==> src/rtl/median_feeder.sv <==
// -----------------------------------------------------------------------------
// median_feeder
//
// Buffers an upstream sample stream in a small FIFO and paces it into a
// downstream median filter at one sample per two clocks. Each sample is held
// on X for a phase=0 / phase=1 pair. The filter is held in reset
// (filt_srst=1) whenever the feeder is idle. When the FIFO runs dry during a
// stream, the last sample is repeated and underrun pulses. y_strobe marks the
// cycles in which the filter's median output is valid, that is, once N
// samples have been shifted in since the filter left reset.
//
// Parameters
//   R_WIDTH   sample width in bits
//   N         window length of the downstream median filter
//   DEPTH     input FIFO depth (power of two, >= 2)
//
// Ports
//   clk        rising-edge clock
//   srst       asynchronous active-high reset
//   in_valid   upstream sample valid
//   in_ready   FIFO can accept a sample (registered, equals level != DEPTH)
//   in_data    upstream sample
//   flush      end the current stream after the current pair completes
//   X          sample presented to the filter (registered)
//   filt_srst  synchronous reset to the filter (registered)
//   phase      0 in the first cycle of a sample pair, 1 in the second
//   y_strobe   one-cycle pulse: filter output Y holds a valid median
//   underrun   one-cycle pulse: FIFO empty, the current sample gets repeated
//   level      FIFO occupancy
// -----------------------------------------------------------------------------
module median_feeder #(
  parameter int R_WIDTH = 8,
  parameter int N       = 5,
  parameter int DEPTH   = 4
) (
  input  logic                   clk,
  input  logic                   srst,
  input  logic                   in_valid,
  output logic                   in_ready,
  input  logic [R_WIDTH-1:0]     in_data,
  input  logic                   flush,
  output logic [R_WIDTH-1:0]     X,
  output logic                   filt_srst,
  output logic                   phase,
  output logic                   y_strobe,
  output logic                   underrun,
  output logic [$clog2(DEPTH):0] level
);

  localparam int AW = $clog2(DEPTH);
  localparam int LW = AW + 1;
  localparam int CW = $clog2(N + 1);

  localparam logic [AW-1:0] PTR_ZERO = AW'(0);
  localparam logic [AW-1:0] PTR_ONE  = AW'(1);
  localparam logic [LW-1:0] LVL_ZERO = LW'(0);
  localparam logic [LW-1:0] LVL_ONE  = LW'(1);
  localparam logic [LW-1:0] LVL_FULL = LW'(DEPTH);
  localparam logic [CW-1:0] CNT_ZERO = CW'(0);
  localparam logic [CW-1:0] CNT_ONE  = CW'(1);
  localparam logic [CW-1:0] CNT_MAX  = CW'(N);
  localparam logic [R_WIDTH-1:0] X_ZERO = R_WIDTH'(0);

  typedef enum logic [0:0] {
    ST_IDLE = 1'b0,
    ST_RUN  = 1'b1
  } state_t;

  state_t             state_r;
  logic [CW-1:0]      done_cnt_r;
  logic               flush_pend_r;
  logic [AW-1:0]      wr_ptr_r;
  logic [AW-1:0]      rd_ptr_r;
  logic [R_WIDTH-1:0] mem_r [DEPTH];

  logic               push_s;
  logic               pop_s;
  logic               nonempty_s;
  logic               pend_s;
  logic [LW-1:0]      level_nxt_s;
  logic [CW-1:0]      cnt_inc_s;
  logic [R_WIDTH-1:0] head_s;

  assign push_s     = in_valid & in_ready;
  assign nonempty_s = (level != LVL_ZERO);
  // A flush seen in the current cycle counts as pending. A flush that arrives
  // in a phase=1 cycle therefore ends the stream at the end of that cycle.
  assign pend_s     = flush_pend_r | flush;
  assign head_s     = mem_r[rd_ptr_r];

  // Pop decision: start of a stream from IDLE, or the hand-off at the end of a pair.
  always_comb begin
    pop_s = 1'b0;
    if (state_r == ST_IDLE) begin
      pop_s = nonempty_s & ~flush;
    end else begin
      pop_s = phase & nonempty_s & ~pend_s;
    end
  end

  // Next FIFO occupancy. There is no bypass, so a pop only ever sees stored data.
  always_comb begin
    level_nxt_s = level;
    if (push_s && !pop_s) begin
      level_nxt_s = level + LVL_ONE;
    end else if (!push_s && pop_s) begin
      level_nxt_s = level - LVL_ONE;
    end else begin
      level_nxt_s = level;
    end
  end

  // Saturating increment of the completed-pair counter.
  always_comb begin
    cnt_inc_s = done_cnt_r;
    if (done_cnt_r >= CNT_MAX) begin
      cnt_inc_s = CNT_MAX;
    end else begin
      cnt_inc_s = done_cnt_r + CNT_ONE;
    end
  end

  // FIFO storage. It is not reset: clearing the pointers discards the contents.
  always_ff @(posedge clk) begin
    if (push_s) begin
      mem_r[wr_ptr_r] <= in_data;
    end
  end

  // FIFO pointers, occupancy and the registered ready flag.
  always_ff @(posedge clk or posedge srst) begin
    if (srst) begin
      wr_ptr_r <= PTR_ZERO;
      rd_ptr_r <= PTR_ZERO;
      level    <= LVL_ZERO;
      in_ready <= 1'b1;
    end else begin
      if (push_s) begin
        wr_ptr_r <= wr_ptr_r + PTR_ONE;
      end
      if (pop_s) begin
        rd_ptr_r <= rd_ptr_r + PTR_ONE;
      end
      level    <= level_nxt_s;
      in_ready <= (level_nxt_s != LVL_FULL);
    end
  end

  // Sequencer: IDLE/RUN state, pair phase, sample register and status pulses.
  always_ff @(posedge clk or posedge srst) begin
    if (srst) begin
      state_r      <= ST_IDLE;
      filt_srst    <= 1'b1;
      X            <= X_ZERO;
      phase        <= 1'b0;
      y_strobe     <= 1'b0;
      underrun     <= 1'b0;
      done_cnt_r   <= CNT_ZERO;
      flush_pend_r <= 1'b0;
    end else begin
      y_strobe <= 1'b0;
      underrun <= 1'b0;
      case (state_r)
        ST_IDLE: begin
          filt_srst    <= 1'b1;
          phase        <= 1'b0;
          done_cnt_r   <= CNT_ZERO;
          flush_pend_r <= 1'b0;
          if (nonempty_s && !flush) begin
            state_r   <= ST_RUN;
            filt_srst <= 1'b0;
            X         <= head_s;
          end
        end
        ST_RUN: begin
          if (!phase) begin
            phase        <= 1'b1;
            flush_pend_r <= pend_s;
            // underrun belongs to the coming phase=1 cycle. That cycle
            // sees the occupancy that is being registered at this edge.
            underrun     <= (level_nxt_s == LVL_ZERO);
          end else begin
            y_strobe <= (cnt_inc_s == CNT_MAX);
            phase    <= 1'b0;
            if (pend_s) begin
              state_r      <= ST_IDLE;
              filt_srst    <= 1'b1;
              done_cnt_r   <= CNT_ZERO;
              flush_pend_r <= 1'b0;
            end else begin
              done_cnt_r <= cnt_inc_s;
              if (nonempty_s) begin
                X <= head_s;
              end
            end
          end
        end
        default: begin
          state_r      <= ST_IDLE;
          filt_srst    <= 1'b1;
          phase        <= 1'b0;
          done_cnt_r   <= CNT_ZERO;
          flush_pend_r <= 1'b0;
        end
      endcase
    end
  end

endmodule

==> config.mk <==
export PLATFORM = sky130hd
export DESIGN_NAME = median_feeder
export DESIGN_NICKNAME = d
export VERILOG_FILES = /design/src/rtl/median_feeder.sv
export SDC_FILE = /design/constraint.sdc
export NUM_CORES = 1
export LEC_CHECK = 0
export ABC_AREA = 1
export ABC_CLOCK_PERIOD_IN_PS = 2300
export CORE_ASPECT_RATIO = 0.7
export CORE_MARGIN = 2
export CORE_UTILIZATION = 59
export CTS_BUF_LIST = sky130_fd_sc_hd__clkbuf_8 sky130_fd_sc_hd__clkbuf_16
export CTS_CLUSTER_DIAMETER = 80
export DETAILED_ROUTE_END_ITERATION = 10
export PLACE_DENSITY = 0.91
export SYNTH_ARGS = -nofsm -noshare
export SYNTH_HDL_FRONTEND = slang
export SYNTH_SLANG_ARGS = --single-unit
==> constraint.sdc <==
create_clock -name clk -period 2.3 [get_ports clk]
set_clock_uncertainty 0.15 [all_clocks]
set_input_delay 0.46 -clock clk [delete_from_list [all_inputs] [get_ports clk]]
set_output_delay 0.46 -clock clk [all_outputs]
set_load 0.005 [all_outputs]
; Word-level counts from Yosys, hierarchy flattened
; Memory sizes are Yosys's and may differ from the RTL's.
; Index checks and enable logic that the tools add are counted.
[word_totals]
regBits = 25
mem_bits_rw = 32
out_inout_bits = 16
word_cells = 76
n_memories = 1
[op_classes]
n_addsub = 5
magnitude_cmp = 1
n_eq_ne = 8
muxes = 31
n_bitwise = 8
n_reduce_logical = 10
[memory_table]
columns = memory, words, width, read_ports, rd_ports_with_merged_regs, write_ports, line
row1 = mem_r, 4, 8, 1, 0, 1, 74  ; logic [R_WIDTH-1:0] mem_r [DEPTH];
[ops]
columns = cell, count
row1 = $mux 8, 4
row2 = $mux 1, 16
row3 = $pmux 8 s2, 1
row4 = $mux 3, 5
row5 = $pmux 1 s2, 4
row6 = $add 3x1->3 const B, 2
row7 = $ne 2x1->1 const B, 3
row8 = $pmux 3 s2, 1
row9 = $add 2x1->2 const B, 2
row10 = $and 1x1->1, 4
row11 = $ne 2x2->1 const B, 2
row12 = $reduce_and 4->1, 1
row13 = $eq 3x3->1 const B, 1
row14 = $ge 3x3->1 const B, 1
row15 = $logic_and 1x1->1, 3
row16 = $logic_not 1->1, 3
row17 = $logic_not 3->1, 1
row18 = $ne 3x2->1 const B, 1
row19 = $ne 3x3->1 const B, 1
row20 = $not 1->1, 3
row21 = $reduce_bool 3->1, 1
row22 = $sub 3x1->3 const B, 1
row23 = $reduce_and 2->1, 1
row24 = $or 1x1->1, 1

; Logic depth before layout (Yosys ltp)
; Gate-level depths: netlist of the first run.
[depth]
ltp_word = 10
mapped_depth = 11
depth_no_buf = 11

; Least setup slack after synthesis of the first run
; No wires, ideal clock.
[synth_path]
path_type = register -> register
startpoint = register level[0]
endpoint = register underrun
setup_time_ns = 0.114
arrival_ns = 1.302
path_slack_ns = 0.733
path_stages_with_launch = 11
synth_period_minus_slack_ns = 1.567
path_cell_list = dfrtp_1 inv_1 ha_1 nand2_4 nand3_4 nand2_4 nand3_2 nand2_1 nand2_1 nand3_1 nor2_2
[synth_between]
elab_chain_len = 10
[synth_rtl]
columns = item, line
row1 = start: declaration, 47  ; output logic [$clog2(DEPTH):0] level
row2 = start signal: assignment, 144  ; level <= level_nxt_s;
row3 = $reduce_bool 3->1, 85  ; assign nonempty_s = (level != LVL_ZERO);
row4 = $and 1x1->1 (2 in series), 97  ; pop_s = phase & nonempty_s & ~pend_s;
row5 = $mux 1, 94  ; if (state_r == ST_IDLE) begin
row6 = $logic_and 1x1->1 or $logic_not 1->1 (tied branches), "106, 104"
row7 = $mux 3 or $logic_and 1x1->1 (tied branches), "106, 104"
row8 = $mux 3 (*), 104  ; if (push_s && !pop_s) begin
row9 = $logic_not 3->1 (*), 181  ; underrun <= (level_nxt_s == LVL_ZERO);
row10 = $mux 1 (*), 176  ; if (!phase) begin
row11 = $mux 1 (*), 163  ; case (state_r)
row12 = end signal: assignment, 181
row13 = end: declaration, 46  ; output logic underrun,
; Mark *: on every way between the ends. The rest lies on a longest branch, timed or not.
; A chain may end at the register's enable or synchronous reset.

; Worst setup path after layout of the first run
[layout_path]
startpoint = register filt_srst
endpoint = output port filt_srst
[layout_lines]
columns = item, line
row1 = start: declaration, 43  ; output logic filt_srst,
row2 = start signal: assignment, 153  ; filt_srst <= 1'b1;
row3 = start signal: assignment, 165  ; filt_srst <= 1'b1;
row4 = start signal: assignment, 171  ; filt_srst <= 1'b0;
; No word-level cell between the ends.

==> run summary, run 1 <==
The run finished with clean final reports. The post-detailed-routing wire length is 4870 um, and the portion of the clock cycle consumed by the worst path in the final layout is 86.9%. Cell family with the largest share of critical-path delay: flip-flops. For this design, the sink count on the clock tree is 57. For this run, the slowest stage of the critical path takes 0.54 ns.

The tools report the share of total power in the clock network as 21.5%. CTS placed an instance of clkbuf_8 at the clock tree root. The logs give 222 for the total of fill cells in the finished design and 1.25 nW for the cell leakage power. The number of buffer and inverter instances along the worst setup path came out at 1. After clock tree synthesis, the repair step resized 0 gates.

Summed over all nets, the switching power comes to 1.53 mW. Final antenna-violating net count: 0. The largest total area in the synthesized netlist belongs to edfxtp_1. Data on the critical path is required at its endpoint by 1.69 ns. The flip-flop cell with the highest count after synthesis is edfxtp_1. By area the synthesized netlist is led by edfxtp_1, dfrtp_1, nor2_1, ha_1, o21ai_0. The routed layout has 1669 vias. The later pin in the worst-skew pair is clocked with a latency of 0.33 ns. The number of buffers inserted during clock tree synthesis is 9. The tools report the relative contribution of sequential cells to total power as 39.8%.

For this configuration, the core starts out at a cell density of 62.2%. The number of nets handed over by synthesis was 239. Summed over all layers, the global routing overflow is 0. The synthesis warning total was 0.

The total count of max-transition violations in the final report was 0. The area added between synthesis and finish was 22.4%. Type of the worst setup path: flop to primary output. The number of DRC violations after detailed-routing iteration 0 was 140.

The worst setup path is launched from a flop. For this run, design rule violations remaining after detail routing come to 0. Synthesis produced 218 cells.

Adding up every negative setup slack in the final design gives 0 ns. The capture point of the critical path is filt_srst. Each instance of the synthesized netlist takes up on average 11.3 um^2. The synthesized netlist occupies a cell area of 2470 um^2.

Via count of the first global-routing pass: 1601. In this run the worst hold path is classified as primary input to async pin. The signal on the critical path passes through clkdlybuf4s50_1. The beginning of the critical path was filt_srst. Entering global routing, the biggest net connects 26 pins.

The H-tree depth reported by CTS was 3; the internal power was 2.62 mW. At the worst endpoint, the arrival time is 1.39 ns. Detail-routed via count per cell: 5.30. The placeable core area is 3970 um^2, and the length in cells of the worst reg-to-reg path is 10. TritonCTS built the clock tree. The highest achievable clock rate is 500 MHz, and the net switching share of the total power is 36.9%.

The largest fanout on the critical path was 2; the number of hold-repair buffers added at the cts stage was 0. The number of antenna diodes in the final layout is 0. The number of antenna violations at the first check in global routing was 0; the total global-route track usage was 24.3%.

The endpoint of the most critical register-to-register path is underrun. Yosys mapped the design onto 28 distinct sky130hd cell types. The clock slew seen by the registers of the worst setup and hold paths came out at 0.06 ns.

The most common cell in the synthesized netlist is nor2_1. The depth of the critical timing path with buffers and inverters included was 1; the area enclosed by the die boundary was 4730 um^2. The routed length per instance works out to 15.5 um. Maximum ir drop on the vdd rail: 0.000861 V. After floorplanning, the core was divided into 19 placement rows. The height of the chip is 58.1 um, and the wire length of the first global-routing pass is 7990 um. Subtracting the final worst setup slack from the clock period gives 2.00 ns. The count of flip-flops with a built-in enable after synthesis was 32.

After synthesis, the largest area contributor takes up 38.9% of total cell area. After detailed routing, the met3 layer carries 429 um of wire. Of the total power, combinational logic draws 38.7%. The final net count is 279, and the total met2 wirelength after detailed routing is 2340 um. Measured along the x axis, the die boundary spans 81.4 um.

The max-cap violation count is 0. In the final layout, the share of cells above drive strength 1 is 16.7%. After synthesis, flip-flops and latches occupy 64.3% of the total area. The total iterations of the first detailed-routing run is 5. The logs give 0.49 ns for the slack of the worst reg-to-reg path and 74.4% for the relative slew slack. The tools report the count of endpoints failing setup in the final report as 0. STA classifies the critical path endpoint as a primary output. For this block, wires on met1 add up to 1990 um.

After synthesis the netlist holds a flip-flop and latch count of 57. Buffers placed on the I/O ports in this run total 27. Setup repair after global routing left no endpoint under its margin. The highest layer used for signal routing was met4.

In this run the deepest clock path goes through 2 buffers. The congestion estimate from routability-driven global placement came to 0.851. 28 I/O pins were placed.

By count the netlist is led by nor2_1, edfxtp_1, dfrtp_1. For the total setup buffers inserted after CTS, the log shows 0. The slowest stage of the critical path belongs to the cell dfstp_2. The run gives 0 as the total count of hold-check failures in the final report.

The slew at the pin closest to its max-slew limit is 0.383 ns, and the proportion of register bits with asynchronous set or reset after synthesis is 43.9%. The power per cell area came out at 1370 nW/um^2. Cells fill 76.2% of the core in the end. After legalization and detailed placement, the total HPWL measured 3170 um. Beginning of the worst register-to-register path: level[0].
## power groups by stage
stage / Clock [mW] / Sequential (mW) / Combinational [mW]
floorplan: 0 / 1.59 / 1.05
CTS: 0.904 / 1.65 / 1.60
detailed placement: 0 / 1.66 / 1.56
global route: 0.953 / 1.69 / 1.79
finish: 0.893 / 1.65 / 1.61
global placement: 0 / 1.65 / 1.48
## state kept, by name, summed over array words and instances (netlist names)
name	flops
wr_ptr_r	2
X	8
mem_r	32
in_ready	1
filt_srst	1
rd_ptr_r	2
y_strobe	1
state_r	1
underrun	1
level	3
done_cnt_r	3
flush_pend_r	1
phase	1
## worst min-delay path by stage
| stage | slack (ns) | cells past startpoint | start | to |
|---|---|---|---|---|
| 5_1_grt | 0.37 | 3 | srst | done_cnt_r[0] |
| 6_report | 0.33 | 3 | srst | rd_ptr_r[0] |
| 2_1_floorplan | 0.32 | 2 | filt_srst | filt_srst |
| 3_5_place_dp | 0.36 | 2 | filt_srst | filt_srst |
| 4_1_cts | 0.34 | 3 | srst | rd_ptr_r[0] |
| 3_3_place_gp | 0.33 | 2 | filt_srst | filt_srst |
## per-layer routing
metal | up-vias | GRT usage (%)
li1 | 811 | -
met1 | 771 | 31.6
met2 | 74 | 38.2
met3 | 13 | 7.94
met4 | 0 | 9.69
met5 | - | 0
## placed cells by master (no fill, tap or decap), drive strengths merged, types with 5 or more instances in the layout
cell type / n
o21ai: 19
nand3: 9
ha: 9
a31oi: 8
xor2: 5
clkdlybuf4s50: 27
inv: 24
nand2: 23
clkbuf: 10
dfrtp: 23
edfxtp: 32
buf: 7
nor2: 49
## per-stage QoR
step	setup slack, ns	instance area, um^2	hold WS (ns)	instances	total power [mW]
floorplan	0.733	2470	0.320	218	2.63
global placement	0.296	2830	0.332	299	3.13
detailed placement	0.252	2830	0.359	299	3.22
CTS	0.281	3020	0.345	315	4.15
global route	0.270	3020	0.372	315	4.43
finish	0.300	3020	0.334	315	4.15
## cells by family after synthesis
family / Yosys count / share of synthesized area, %
AOI/OAI and AO/OA: 32 / 7.04
buffers and inverters: 30 / 5.06
DFF: 57 / 64.3
adders and majority gates: 9 / 4.56
xor gates and xnor gates: 5 / 1.77
and+or+nand+nor: 85 / 17.3
## final cells by class
class / instances / area [um^2] / area share [%]
clock buffers: 10 / 138 / 4.55
well taps: 52 / 65.1 / 2.15
flip-flops and latches: 57 / 1590 / 52.5
inverters: 25 / 95.1 / 3.14
multi-input cells: 131 / 757 / 25.0
repair buffers: 34 / 323 / 10.7
clock inverters: 6 / 57.6 / 1.90
Power figures use the tool's default switching activity.
==> run 2: changes to the inputs <==
--- a/config.mk
+++ b/config.mk
@@ -7,7 +7,7 @@
 export LEC_CHECK = 0
 export ABC_AREA = 1
 export ABC_CLOCK_PERIOD_IN_PS = 2300
-export CORE_ASPECT_RATIO = 0.7
+export CORE_ASPECT_RATIO = 1.2
 export CORE_MARGIN = 2
 export CORE_UTILIZATION = 59
 export CTS_BUF_LIST = sky130_fd_sc_hd__clkbuf_8 sky130_fd_sc_hd__clkbuf_16
==> run 2 against run 1 <==
Die area down 0.12%. First-iteration DRC count is 52% lower. Critical path depth is the same. Combinational power decreased by 3%. Critical endpoint is now in_ready. Maximum frequency grew 1.5%. Sequential share of layout area is 0.66 points higher.
==> run summary, run 2 (synthesis gave the netlist of run 1 again) <==
The critical path goes through clkdlybuf4s50_1. The total count of hold-check failures in the final report came out at 0 (unchanged). The number of flip-flops under the largest register name works out to 32 (unchanged).

The logs give 0 (unchanged) for the antenna diode count and 3.97 mW (-4.4%) for the total power. Setup repair after global routing left no endpoint under its margin. Post-placement cell count: 300 (+0.33%).

The run gives 507 MHz (+1.5%) as the highest achievable clock rate. The number of port buffers was 27 (unchanged); the via count of the first global-routing pass was 1622 (+1.3%). The tools report the arrival time at the worst endpoint as 1.36 ns (-0.03 ns). The run gives 0 (unchanged) as the post-cts resize count. The worst setup path is captured at a primary output.

The number of top-level pins was 28 (unchanged). TritonCTS built the clock tree. The library cells used most frequently in the layout, excluding fill and tap cells, are nor2_1, edfxtp_1, clkdlybuf4s50_1, dfrtp_1, inv_1. The horizontal die dimension works out to 63.1 um (-22%).

The number of buffers on the longest clock path was 2 (unchanged); the final antenna-violating net count was 0 (unchanged). The largest net degree at the start of global routing came out at 26 (unchanged). Among cell families on the critical path, the largest total delay comes from flip-flops. The number of clock sinks is 57 (unchanged). The flow ran to the end, and the final reports show no timing, DRC or antenna violations. Root cell of the clock tree: clkbuf_8. The clock slew seen by the registers of the worst setup and hold paths was 0.07 ns (about the same); the power per cell area was 1330 nW/um^2 (-3.2%). The slowest stage cell on the critical path is dfstp_2. The number of buffer and inverter instances along the worst setup path is 1 (unchanged), and the pre-CTS setup slack is 0.267 ns (+0.0151 ns). The final critical delay including setup and external delays was 1.97 ns (-0.0291 ns); the number of core rows was 25 (+6). The portion of the clock cycle consumed by the worst path in the final layout is 85.7% (-1.3 points), and the number of antenna violations at the first check in global routing is 0 (unchanged).

The via count is 1635 (-2.0%). For the placeable core area, the log shows 3970 um^2 (about the same). The height of the chip works out to 74.9 um (+29%). The slew at the pin closest to its max-slew limit is 0.379 ns (-0.00475 ns).

The total global routing overflow was 0 (unchanged). The largest fanout on the critical path is 2 (unchanged), and the relative slew slack is 74.8% (+0.32 points). The run gives 0 (unchanged) as the total count of max-transition violations in the final report. The total of fill cells in the finished design came out at 284 (+28%).

Number of hold-repair buffers added at the cts stage: 0 (unchanged). The highest cell delay on the worst timing path was 0.54 ns (about the same); the total setup buffers inserted after CTS was 0 (unchanged). The tools report the maximum ir drop on the vdd rail as 0.000817 V (-5.1%).

The run gives 0 (unchanged) as the number of design rule violations left after detail routing. The tools report the total global-route track usage as 22.1% (-2.2 points). The kind of path behind the tightest hold check is primary input to async pin.

The register with the most flip-flops in the final layout is mem_r. The layout cell share with drive strength beyond 1 is 16.4% (-0.32 points), and the required time of the worst setup path is 1.69 ns (about the same). The sum of net half-perimeters after detailed placement was 3030 um (-4.3%); the count of endpoints failing setup in the final report was 0 (unchanged). Post-route setup TNS: 0 ns (unchanged). The run gives 0.842 (-1.0%) as the final weighted congestion in routability-driven placement. The clock insertion delay at the later pin of the skew report is 0.33 ns (about the same), and the detail-routed via count per cell is 5.17 (-2.3%). The routed length per instance came out at 14.1 um (-8.6%). Leaving out fill and tap cells, the most frequent cell in the layout is nor2_1. The run gives 67 (-52%) as the number of DRC violations after detailed-routing iteration 0. The area added between synthesis and finish works out to 20.9%.

For the H-tree depth reported by CTS, the log shows 3 (unchanged). The logs give 4720 um^2 (-0.12%) for the area enclosed by the die boundary and 62.2% (about the same) for the initial standard-cell utilization of the core. The largest registers in the layout are mem_r (32), X (8). The final critical-path setup slack is 0.329 ns (+0.0291 ns). The final net count was 278 (-0.36%). The logs give 316 (+0.32%) for the number of standard cells in the layout, taps in and fillers out and 0 (unchanged) for the max-cap violation count. Post-detailed-routing wire length: 4460 um (-8.3%). For the wire length of the first global-routing pass, the log shows 7380 um (-7.7%). The total iterations of the first detailed-routing run is 5 (unchanged). The run gives 9 (unchanged) as the number of buffers inserted during clock tree synthesis. The type of the worst setup path was flop to primary output. The worst setup path is launched from a flop.

The cell leakage power came out at 1.24 nW (-0.88%).
## run 2: changes by cell type in the layout (fill, tap and decap cells not counted), sizes merged
| cell | delta |
|---|---|
| clkbuf | -1 |
| clkinvlp | -1 |
| buf | -1 |
| clkinv | +2 |
| bufinv | -1 |
| inv | +1 |
## run 2: cell type report
type,instances,area (um^2),area share [%]
clock buffer,9,124,4.15
timing repair buffer,33,315,10.6
inverter,25,95.1,3.18
clock inverter,7,38.8,1.30
multi-input combinational,131,757,25.3
sequential,57,1590,53.2
tap,54,67.6,2.26
## run 2: path summary, 6_finish.rpt
kind / start / endpoint / slack [ns] / depth (start not counted)
max: in_ready / in_ready / 0.33 / 1
min: srst / X[7] / 0.34 / 3
max reg2reg: level[1] / underrun / 0.51 / 10
min reg2reg: phase / phase / 0.35 / 1
max in group asynchronous: srst / filt_srst / 1.36 / 3
min in group clk: phase / phase / 0.35 / 1
## run 2: where the power goes
| part | switching (mW) | total, mW | leakage [nW] | internal, mW |
|---|---|---|---|---|
| clock | 0.383 | 0.760 | 0.0876 | 0.378 |
| combinational | 0.896 | 1.56 | 0.565 | 0.660 |
| sequential | 0.223 | 1.65 | 0.590 | 1.43 |
## run 2: stage by stage
stage | util, % | hold slack, ns | area, um^2
floorplan | - | 0.320 | 2470
global placement | 71.1 | 0.327 | 2820
detailed placement | 71.1 | 0.347 | 2820
CTS | 75.2 | 0.336 | 2990
global route | 75.2 | 0.356 | 2990
finish | 75.2 | 0.340 | 2990
## run 2: routing by layer
layer  global-route usage (%)  wire length [um]
met4                     19.0               229
met3                     4.63               147
met2                     38.9              2410
met1                     22.9              1680
met5                        0                 0
